==> src/rtl/rr_grant_arbiter.sv <==
// ============================================================================
// rr_grant_arbiter
//
// Round-robin arbiter for N requesters sharing one resource. A grant is
// registered, one-hot, and held until the resource consumer pulses ack (or the
// requester withdraws). On ack the priority pointer rotates past the winner and
// a new winner is chosen on the same edge, so back-to-back grants are possible.
//
// Optional feature (compile-time macro RR_ARB_TIMEOUT_EN):
//   When defined, a hold counter revokes a grant that has gone TIMEOUT cycles
//   without ack, advancing the pointer exactly as an ack would and pulsing
//   'timeout' for one cycle. When undefined no counter is built and 'timeout'
//   is constant 0.
//
// Parameters:
//   N        number of requesters (2..32)
//   IDW      width of gnt_id, derived from N (do not override)
//   TIMEOUT  max hold cycles without ack (2..65535), timeout build only
//
// Ports:
//   clk        in   clock, rising edge
//   rst        in   synchronous active-high reset
//   req        in   [N]   request vector, bit i = requester i
//   ack        in   resource finished the current grant (ignored when idle)
//   gnt        out  [N]   registered one-hot grant, zero when idle
//   gnt_valid  out  registered, equals |gnt
//   gnt_id     out  [IDW] binary index of the granted requester, 0 when idle
//   ptr        out  [N]   one-hot priority pointer (set bit = highest priority)
//   timeout    out  one-cycle pulse after a grant is revoked by timeout
// ============================================================================
module rr_grant_arbiter #(
    parameter int N       = 4,
    parameter int IDW     = $clog2(N),
    parameter int TIMEOUT = 16
) (
    input  logic           clk,
    input  logic           rst,
    input  logic [N-1:0]   req,
    input  logic           ack,
    output logic [N-1:0]   gnt,
    output logic           gnt_valid,
    output logic [IDW-1:0] gnt_id,
    output logic [N-1:0]   ptr,
    output logic           timeout
);

    typedef enum logic [0:0] {
        ST_IDLE  = 1'b0,
        ST_GRANT = 1'b1
    } state_t;

    // Elaboration-time parameter range checks.
    if (N < 2 || N > 32) begin : g_bad_n
        $error("rr_grant_arbiter: N must be in 2..32");
    end
    if (TIMEOUT < 2 || TIMEOUT > 65535) begin : g_bad_timeout
        $error("rr_grant_arbiter: TIMEOUT must be in 2..65535");
    end

    // First set bit of r scanning upward from the one-hot position p, wrapping.
    // The outer loop selects the start position so every index is a constant.
    function automatic logic [N-1:0] rr_pick(input logic [N-1:0] r,
                                             input logic [N-1:0] p);
        logic [N-1:0] res;
        logic         found;
        res   = '0;
        found = 1'b0;
        for (int s = 0; s < N; s++) begin
            if (p[s]) begin
                for (int o = 0; o < N; o++) begin
                    if (!found && r[(s + o) % N]) begin
                        res[(s + o) % N] = 1'b1;
                        found            = 1'b1;
                    end
                end
            end
        end
        return res;
    endfunction

    // One-hot to binary index; zero vector maps to 0.
    function automatic logic [IDW-1:0] onehot_to_idx(input logic [N-1:0] v);
        logic [IDW-1:0] idx;
        idx = '0;
        for (int i = 0; i < N; i++) begin
            if (v[i]) begin
                idx = idx | IDW'(i);
            end
        end
        return idx;
    endfunction

    state_t           state_r,   state_n_s;
    logic [N-1:0]     gnt_r,     gnt_n_s;
    logic [N-1:0]     ptr_r,     ptr_n_s;
    logic [IDW-1:0]   gnt_id_r;
    logic             gnt_valid_r;
    logic             timeout_r, timeout_n_s;

    logic [N-1:0]     rot_s;        // pointer candidate: winner moved to lowest priority
    logic [N-1:0]     pick_ptr_s;   // winner under the current pointer
    logic [N-1:0]     pick_rot_s;   // winner under the rotated pointer
    logic             req_held_s;   // granted requester still requesting
    logic             expire_s;     // hold budget exhausted this cycle

    assign rot_s      = {gnt_r[N-2:0], gnt_r[N-1]};
    assign pick_ptr_s = rr_pick(req, ptr_r);
    assign pick_rot_s = rr_pick(req, rot_s);
    assign req_held_s = |(req & gnt_r);

`ifdef RR_ARB_TIMEOUT_EN
    logic [15:0] hold_cnt_r, hold_cnt_n_s;

    assign expire_s = (state_r == ST_GRANT) && (hold_cnt_r == 16'(TIMEOUT - 1));

    // Hold counter: counts only while a grant is being held; every other
    // outcome (new load, ack, withdrawal, expiry, idle) leaves it at zero.
    always_comb begin
        hold_cnt_n_s = 16'd0;
        if (state_r == ST_GRANT && !ack && req_held_s && !expire_s) begin
            hold_cnt_n_s = hold_cnt_r + 16'd1;
        end else begin
            hold_cnt_n_s = 16'd0;
        end
    end

    // Hold counter register.
    always_ff @(posedge clk) begin
        if (rst) begin
            hold_cnt_r <= 16'd0;
        end else begin
            hold_cnt_r <= hold_cnt_n_s;
        end
    end
`else
    assign expire_s = 1'b0;
`endif

    // Next-state, next-grant and next-pointer decisions.
    always_comb begin
        state_n_s   = state_r;
        gnt_n_s     = gnt_r;
        ptr_n_s     = ptr_r;
        timeout_n_s = 1'b0;
        case (state_r)
            ST_IDLE: begin
                if (|req) begin
                    gnt_n_s   = pick_ptr_s;
                    state_n_s = ST_GRANT;
                end else begin
                    gnt_n_s   = '0;
                    state_n_s = ST_IDLE;
                end
            end
            ST_GRANT: begin
                // ack outranks withdrawal; expiry is only reachable while the
                // requester is still holding the grant.
                if (ack || (req_held_s && expire_s)) begin
                    ptr_n_s     = rot_s;
                    gnt_n_s     = pick_rot_s;
                    state_n_s   = (|pick_rot_s) ? ST_GRANT : ST_IDLE;
                    timeout_n_s = !ack;
                end else if (!req_held_s) begin
                    gnt_n_s   = '0;
                    state_n_s = ST_IDLE;
                end else begin
                    gnt_n_s   = gnt_r;
                    state_n_s = ST_GRANT;
                end
            end
            default: begin
                gnt_n_s   = '0;
                state_n_s = ST_IDLE;
            end
        endcase
    end

    // State and registered outputs; gnt, gnt_id and gnt_valid move together.
    always_ff @(posedge clk) begin
        if (rst) begin
            state_r     <= ST_IDLE;
            gnt_r       <= '0;
            gnt_id_r    <= '0;
            gnt_valid_r <= 1'b0;
            ptr_r       <= {{(N-1){1'b0}}, 1'b1};
            timeout_r   <= 1'b0;
        end else begin
            state_r     <= state_n_s;
            gnt_r       <= gnt_n_s;
            gnt_id_r    <= onehot_to_idx(gnt_n_s);
            gnt_valid_r <= |gnt_n_s;
            ptr_r       <= ptr_n_s;
            timeout_r   <= timeout_n_s;
        end
    end

    assign gnt       = gnt_r;
    assign gnt_valid = gnt_valid_r;
    assign gnt_id    = gnt_id_r;
    assign ptr       = ptr_r;
    assign timeout   = timeout_r;

endmodule

==> config.mk <==
export PLATFORM = sky130hd
export DESIGN_NAME = rr_grant_arbiter
export DESIGN_NICKNAME = d
export VERILOG_FILES = /design/src/rtl/rr_grant_arbiter.sv
export SDC_FILE = /design/constraint.sdc
export NUM_CORES = 1
export LEC_CHECK = 0
export ABC_AREA = 1
export CAP_MARGIN = 20
export CORE_MARGIN = 2
export CORE_UTILIZATION = 38
export DETAILED_ROUTE_END_ITERATION = 12
export PLACE_DENSITY = 0.67
export SLEW_MARGIN = 20
export SYNTH_ARGS = -nofsm -noshare
export SYNTH_HDL_FRONTEND = slang
export SYNTH_SLANG_ARGS = --single-unit
==> constraint.sdc <==
create_clock -name clk -period 1.6 [get_ports clk]
set_clock_uncertainty 0.1 [all_clocks]
set_input_delay 0.32 -clock clk [delete_from_list [all_inputs] [get_ports clk]]
set_output_delay 0.32 -clock clk [all_outputs]
set_load 0.005 [all_outputs]
# Word level (Yosys, flattened, before mapping)
# Cells that the tools add are included.
[classes]
bitwise_logic = 3
reduce_logical = 67
n_mux = 109
[ops]
columns = ["operator", "n"]
rows = [
  ["1-bit 2-to-1 mux", 94],
  ["4-bit 2-to-1 mux", 11],
  ["1-bit zero test", 31],
  ["1-bit logical AND", 30],
  ["4-bit OR reduction", 4],
  ["4-bit one-hot mux with 2 select lines", 1],
  ["4-bit bitwise AND", 1],
  ["2-bit 2-to-1 mux", 2],
  ["3-bit OR reduction", 1],
  ["1-bit inverter", 2],
  ["1-bit one-hot mux with 2 select lines", 1],
  ["2-bit AND reduction", 1],
]
[totals]
register_bits = 13

# Logic depth before layout (Yosys ltp)
[logic_depth]
depth_word = 67
ltp_mapped = 12
ltp_nobuf = 11

# Least setup slack after synthesis
# Ideal clock, no wire load.
[synth_path]
path_type = "reg-to-reg"
startpoint = "register gnt_r[3], in the netlist gnt[3]"
endpoint = "register gnt_valid_r, in the netlist gnt_valid"
n_path_buf = 1
stages_incl_launch_ff = 12
path_slack_ns = 0.119
arrival_time_ns = 1.259
required_time_ns = 1.378
setup_time_ns = 0.122
path_cell_list = "dfxtp_1 clkbuf_2 inv_1 nand4_1 o21a_1 nand3_2 nand2_1 nand2_1 nor2_2 nand3_1 nand2_1 nand3_1"
[synth_between]
elab_chain_len = 52
elab_cells_between_ends = 69
[synth_lines]
columns = ["element", "line_no", "text"]
rows = [
  ["from (decl)", "94", "logic [N-1:0] gnt_r, gnt_n_s;"],
  ["from (signal assigned)", "189", "gnt_r <= gnt_n_s;"],
  ["1-bit 2-to-1 mux", "69", "if (p[s]) begin"],
  ["1-bit zero test", "71", "if (!found && r[(s + o) % N]) begin"],
  ["1-bit logical AND", "71", ""],
  ["1-bit 2-to-1 mux", "71", ""],
  ["1-bit 2-to-1 mux", "69", ""],
  ["1-bit zero test", "71", ""],
  ["1-bit logical AND", "71", ""],
  ["1-bit 2-to-1 mux", "71", ""],
  ["[36 not listed]", "-", ""],
  ["1-bit 2-to-1 mux", "69", ""],
  ["1-bit zero test", "71", ""],
  ["1-bit logical AND", "71", ""],
  ["1-bit 2-to-1 mux", "71", ""],
  ["4-bit 2-to-1 mux", "69", ""],
  ["4-bit 2-to-1 mux *", "158", "if (ack || (req_held_s && expire_s)) begin"],
  ["4-bit one-hot mux with 2 select lines *", "145", "case (state_r)"],
  ["4-bit OR reduction *", "191", "gnt_valid_r <= |gnt_n_s;"],
  ["to (signal assigned)", "191", ""],
  ["to (decl)", "97", "logic gnt_valid_r;"],
]
# Mark *: on every way between the ends. The rest lies on a longest branch, timed or not. The select of a mux whose other input is x is not followed.
# A chain may end at the register's enable or synchronous reset.

# Worst setup path in the final report
[layout_path]
startpoint = "input port req[3]"
endpoint = "register gnt_valid_r, in the netlist gnt_valid"
[layout_between]
elab_chain_len = 54
elab_cells_between_ends = 140
[layout_lines]
columns = ["element", "line_no", "text"]
rows = [
  ["from (decl)", "38", "input logic [N-1:0] req,"],
  ["1-bit logical AND", "71", ""],
  ["1-bit 2-to-1 mux", "71", ""],
  ["1-bit 2-to-1 mux", "69", ""],
  ["1-bit zero test", "71", ""],
  ["1-bit logical AND", "71", ""],
  ["1-bit 2-to-1 mux", "71", ""],
  ["1-bit 2-to-1 mux", "69", ""],
  ["1-bit zero test", "71", ""],
  ["[38 not listed]", "-", ""],
  ["1-bit 2-to-1 mux", "69", ""],
  ["1-bit zero test", "71", ""],
  ["1-bit logical AND", "71", ""],
  ["1-bit 2-to-1 mux", "71", ""],
  ["4-bit 2-to-1 mux", "69", ""],
  ["4-bit 2-to-1 mux, on equally long branches", "158, 147", ""],
  ["4-bit one-hot mux with 2 select lines *", "145", ""],
  ["4-bit OR reduction *", "191", ""],
]
# Marks and branches as above.

==> results by group <==
Clock tree
  • CTS Buffer Depth: 2
  • Clock latency on the worst-skew pair: 0.26 ns
  • H-tree Lvls: 1
  • CTS root buf: clkbuf_4
  • Total CTS buffers: 3
  • CTS Sinks: 13
  • # hold bufs at CTS: 0
  • TritonCTS clock tree: yes
  • CTS clk-pin slew, worst paths: 0.07 ns

Route
  • Drt drc: 0
  • Drt pass-1 iters: 4
  • WL final: 3500 um
  • Detailed router's first-iteration violation count: 61
  • Routed vias: 1,277
  • Average routed wire per standard cell: 14.9 um
  • Via-to-Cell Ratio: 5.43
  • Post-DRT Antenna Nets: 0

Floorplanning
  • Chip width: 54.4 um
  • Die height: 54.4 um
  • IO Pins: 19
  • Die Area: 0.00295 mm2
  • FP Rows: 18
  • Core area: 0.00243 mm2
  • Initial Util: 0.396

Critical path
  • Setup CP Type: input port to flip-flop
  • Startpoint Class: input port
  • Worst endpoint data arrival time: 1.67 ns
  • Worst Path Required: 1.66 ns
  • Most Frequent Cell on Critical Path: nand3_2
  • CP Cell Sequence: clkdlybuf4s15_2 > nor2_4 > nand2_4 > nand2_1 > nand3_1 > o211ai_1 > o21ai_2 > nand3_2 > nand2_2 > nand3_2
  • Crit-path max cell delay: 0.28 ns
  • Delay-heaviest family, CP: simple AND/OR/NAND/NOR gates
  • CP Max Fanout: 7
  • Crit path max-delay cell type: clkdlybuf4s15_2
  • Setup crit end kind: flip-flop
  • Register-to-register setup slack: 0.02 ns
  • CP Buf/Inv Count: 1

Global routing
  • Antenna violations before repair: 0
  • GRT Residual Overflow: 0
  • First-pass GRT wire length: 5260 um
  • Largest net degree at the start of global routing: 11
  • Vias in the first global route: 1,165
  • Gr usage total: 0.245

Synthesis
  • Ys Warns: 0
  • Register area share after synthesis: 0.270
  • Syn nets: 162
  • Synth unique cells: 26
  • Syn Inst Count: 155
  • Syn Area/Cell: 6.22 um2
  • Synth async-reset ratio: 0
  • EDFF count, synth: 0
  • Post-Syn Area: 963 um2
  • Flops & latches, synth: 13
  • Main flop type after synthesis: dfxtp_1

Placed design
  • Placed wire-length estimate: 2380 um
  • Area post-placement: 0.00130 mm2
  • Routability cong.: 1.00
  • Port Buffers: 18

STA
  • RSZ-0062 raised after global routing: true
  • Min cycle time layout: 1.61 ns
  • Final setup violation count: 1
  • Setup WS post-layout: -0.0105 ns
  • Fin. Hold Viols: 0
  • Final TNS setup: -0.0105 ns
  • FMAX: 621 MHz
  • Final slew viol count: 0
  • Final period util: 1.01

Layout
  • Design area: 0.00155 mm2
  • Share of layout cells above drive strength 1: 0.341
  • Layout filler cell count: 221
  • Area growth syn-to-layout: 60.6%
  • Reg area: 288 um2
  • Multi-input combinational cell area: 662 um2
  • # nets final: 213
  • Antenna cells: 0

Job
  • Max_cap viols: 0

Pwr
  • P_leak: 0.828 nW
  • Pwr per Cell Area: 559 mW/mm2
  • Peak VDD IR: 0.000451 V

Status
  • Status: complete, but fails checks
  • Failing checks: negative setup slack

Hold path
  • Hold crit path type: flip-flop to flip-flop
[Yosys cell counts (3+ instances only)]
library cell | count | share of area
nand3_1 | 19 | 0.099
nor2_1 | 11 | 0.043
dfxtp_1 | 13 | 0.27
nor3_1 | 3 | 0.016
nand4_1 | 8 | 0.052
a21oi_1 | 5 | 0.026
o21ai_0 | 5 | 0.026
nand2_1 | 42 | 0.16
inv_1 | 22 | 0.086
nand3_2 | 3 | 0.031
[final timing paths]
check / to / start / cells after the start
setup reg to reg: gnt_valid / gnt[3] / 11
hold reg to reg: ptr[2] / ptr[2] / 2
setup / recovery: gnt_valid / req[3] / 10
hold / removal: ptr[2] / ptr[2] / 2
[layer usage]
layer | vias to the layer above | part of all wire | global-route usage | wire [um]
met4 | 0 | 0.033 | 0.100 | 114
met1 | 576 | 0.39 | 0.315 | 1370
met2 | 77 | 0.52 | 0.420 | 1800
met3 | 14 | 0.060 | 0.0191 | 210
li1 | 610 | - | - | -
met5 | - | 0 | 0 | 0
[worst min-delay path, delay by kind of cell, from the launching register on]
| family | cells | cell delay [ns] |
|---|---|---|
| simple gates | 2 | 0.15 |
| flops | 1 | 0.36 |
[repair_timing]
| action | in CTS | in global routing |
|---|---|---|
| resized for setup | 24 | 22 |
| pin swaps | 0 | 6 |
| buffers inserted | 7 | 6 |
| endpoints found under the setup margin | 15 | 14 |
[state kept, by name, summed over array words and instances, names as in the netlist]
signal and flops:
gnt 4, gnt_id 2, gnt_valid 1, ptr 4, state_r 1, timeout 1
[cell families (layout without fill, tap and decap cells)]
kind of cell,count (synthesis),after routing,share of synthesized area
and+or+nand+nor,92,92,0.460
DFF,13,13,0.270
other,1,1,0.00389
AOI/OAI and AO/OA,21,21,0.145
buffers and inverters,28,78,0.121
[cell type report]
cell class / instances / area share
clock buffer: 4 / 0.0170
sequential: 13 / 0.186
tap: 30 / 0.0243
multi-input combinational: 114 / 0.428
inverter: 23 / 0.0558
timing repair buffer: 51 / 0.289
[where the power goes]
part / internal, mW / switching [mW]
sequential: 0.343 / 0.0279
clock: 0.0964 / 0.0958
combinational: 0.149 / 0.152
total: 0.588 / 0.276
[stage by stage]
step                utilization  worst slack (ns)  power [mW]  hold slack, ns  instances
detailed placement        0.535            -0.617       0.625           0.461        218
CTS                       0.584           0.00290       0.832           0.445        229
floorplan                     -             0.119       0.496           0.425        155
global route              0.636           -0.0485       0.915           0.473        235
global placement          0.535            -0.582       0.625           0.463        218
finish                    0.636           -0.0105       0.865           0.442        235
[placed cells by master (no fill, tap or decap), types with 2 or more instances in the layout]
cell and n:
a21oi_1 5, buf_4 30, buf_6 2, clkbuf_4 3
clkdlybuf4s50_1 10, dfxtp_1 5, dfxtp_4 7, dlygate4sd2_1 3
dlymetal6s2s_1 3, inv_1 22, nand2_1 38, nand2_2 4
nand3_1 15, nand3_2 7, nand4_1 8, nor2_1 10
nor2_2 2, nor2_4 2, nor3_2 2, o211ai_1 2
o21a_1 2, o21ai_0 4, o21ai_1 2, o21ai_2 2
o31ai_4 2
No activity file was read; power rests on OpenSTA's default activity.
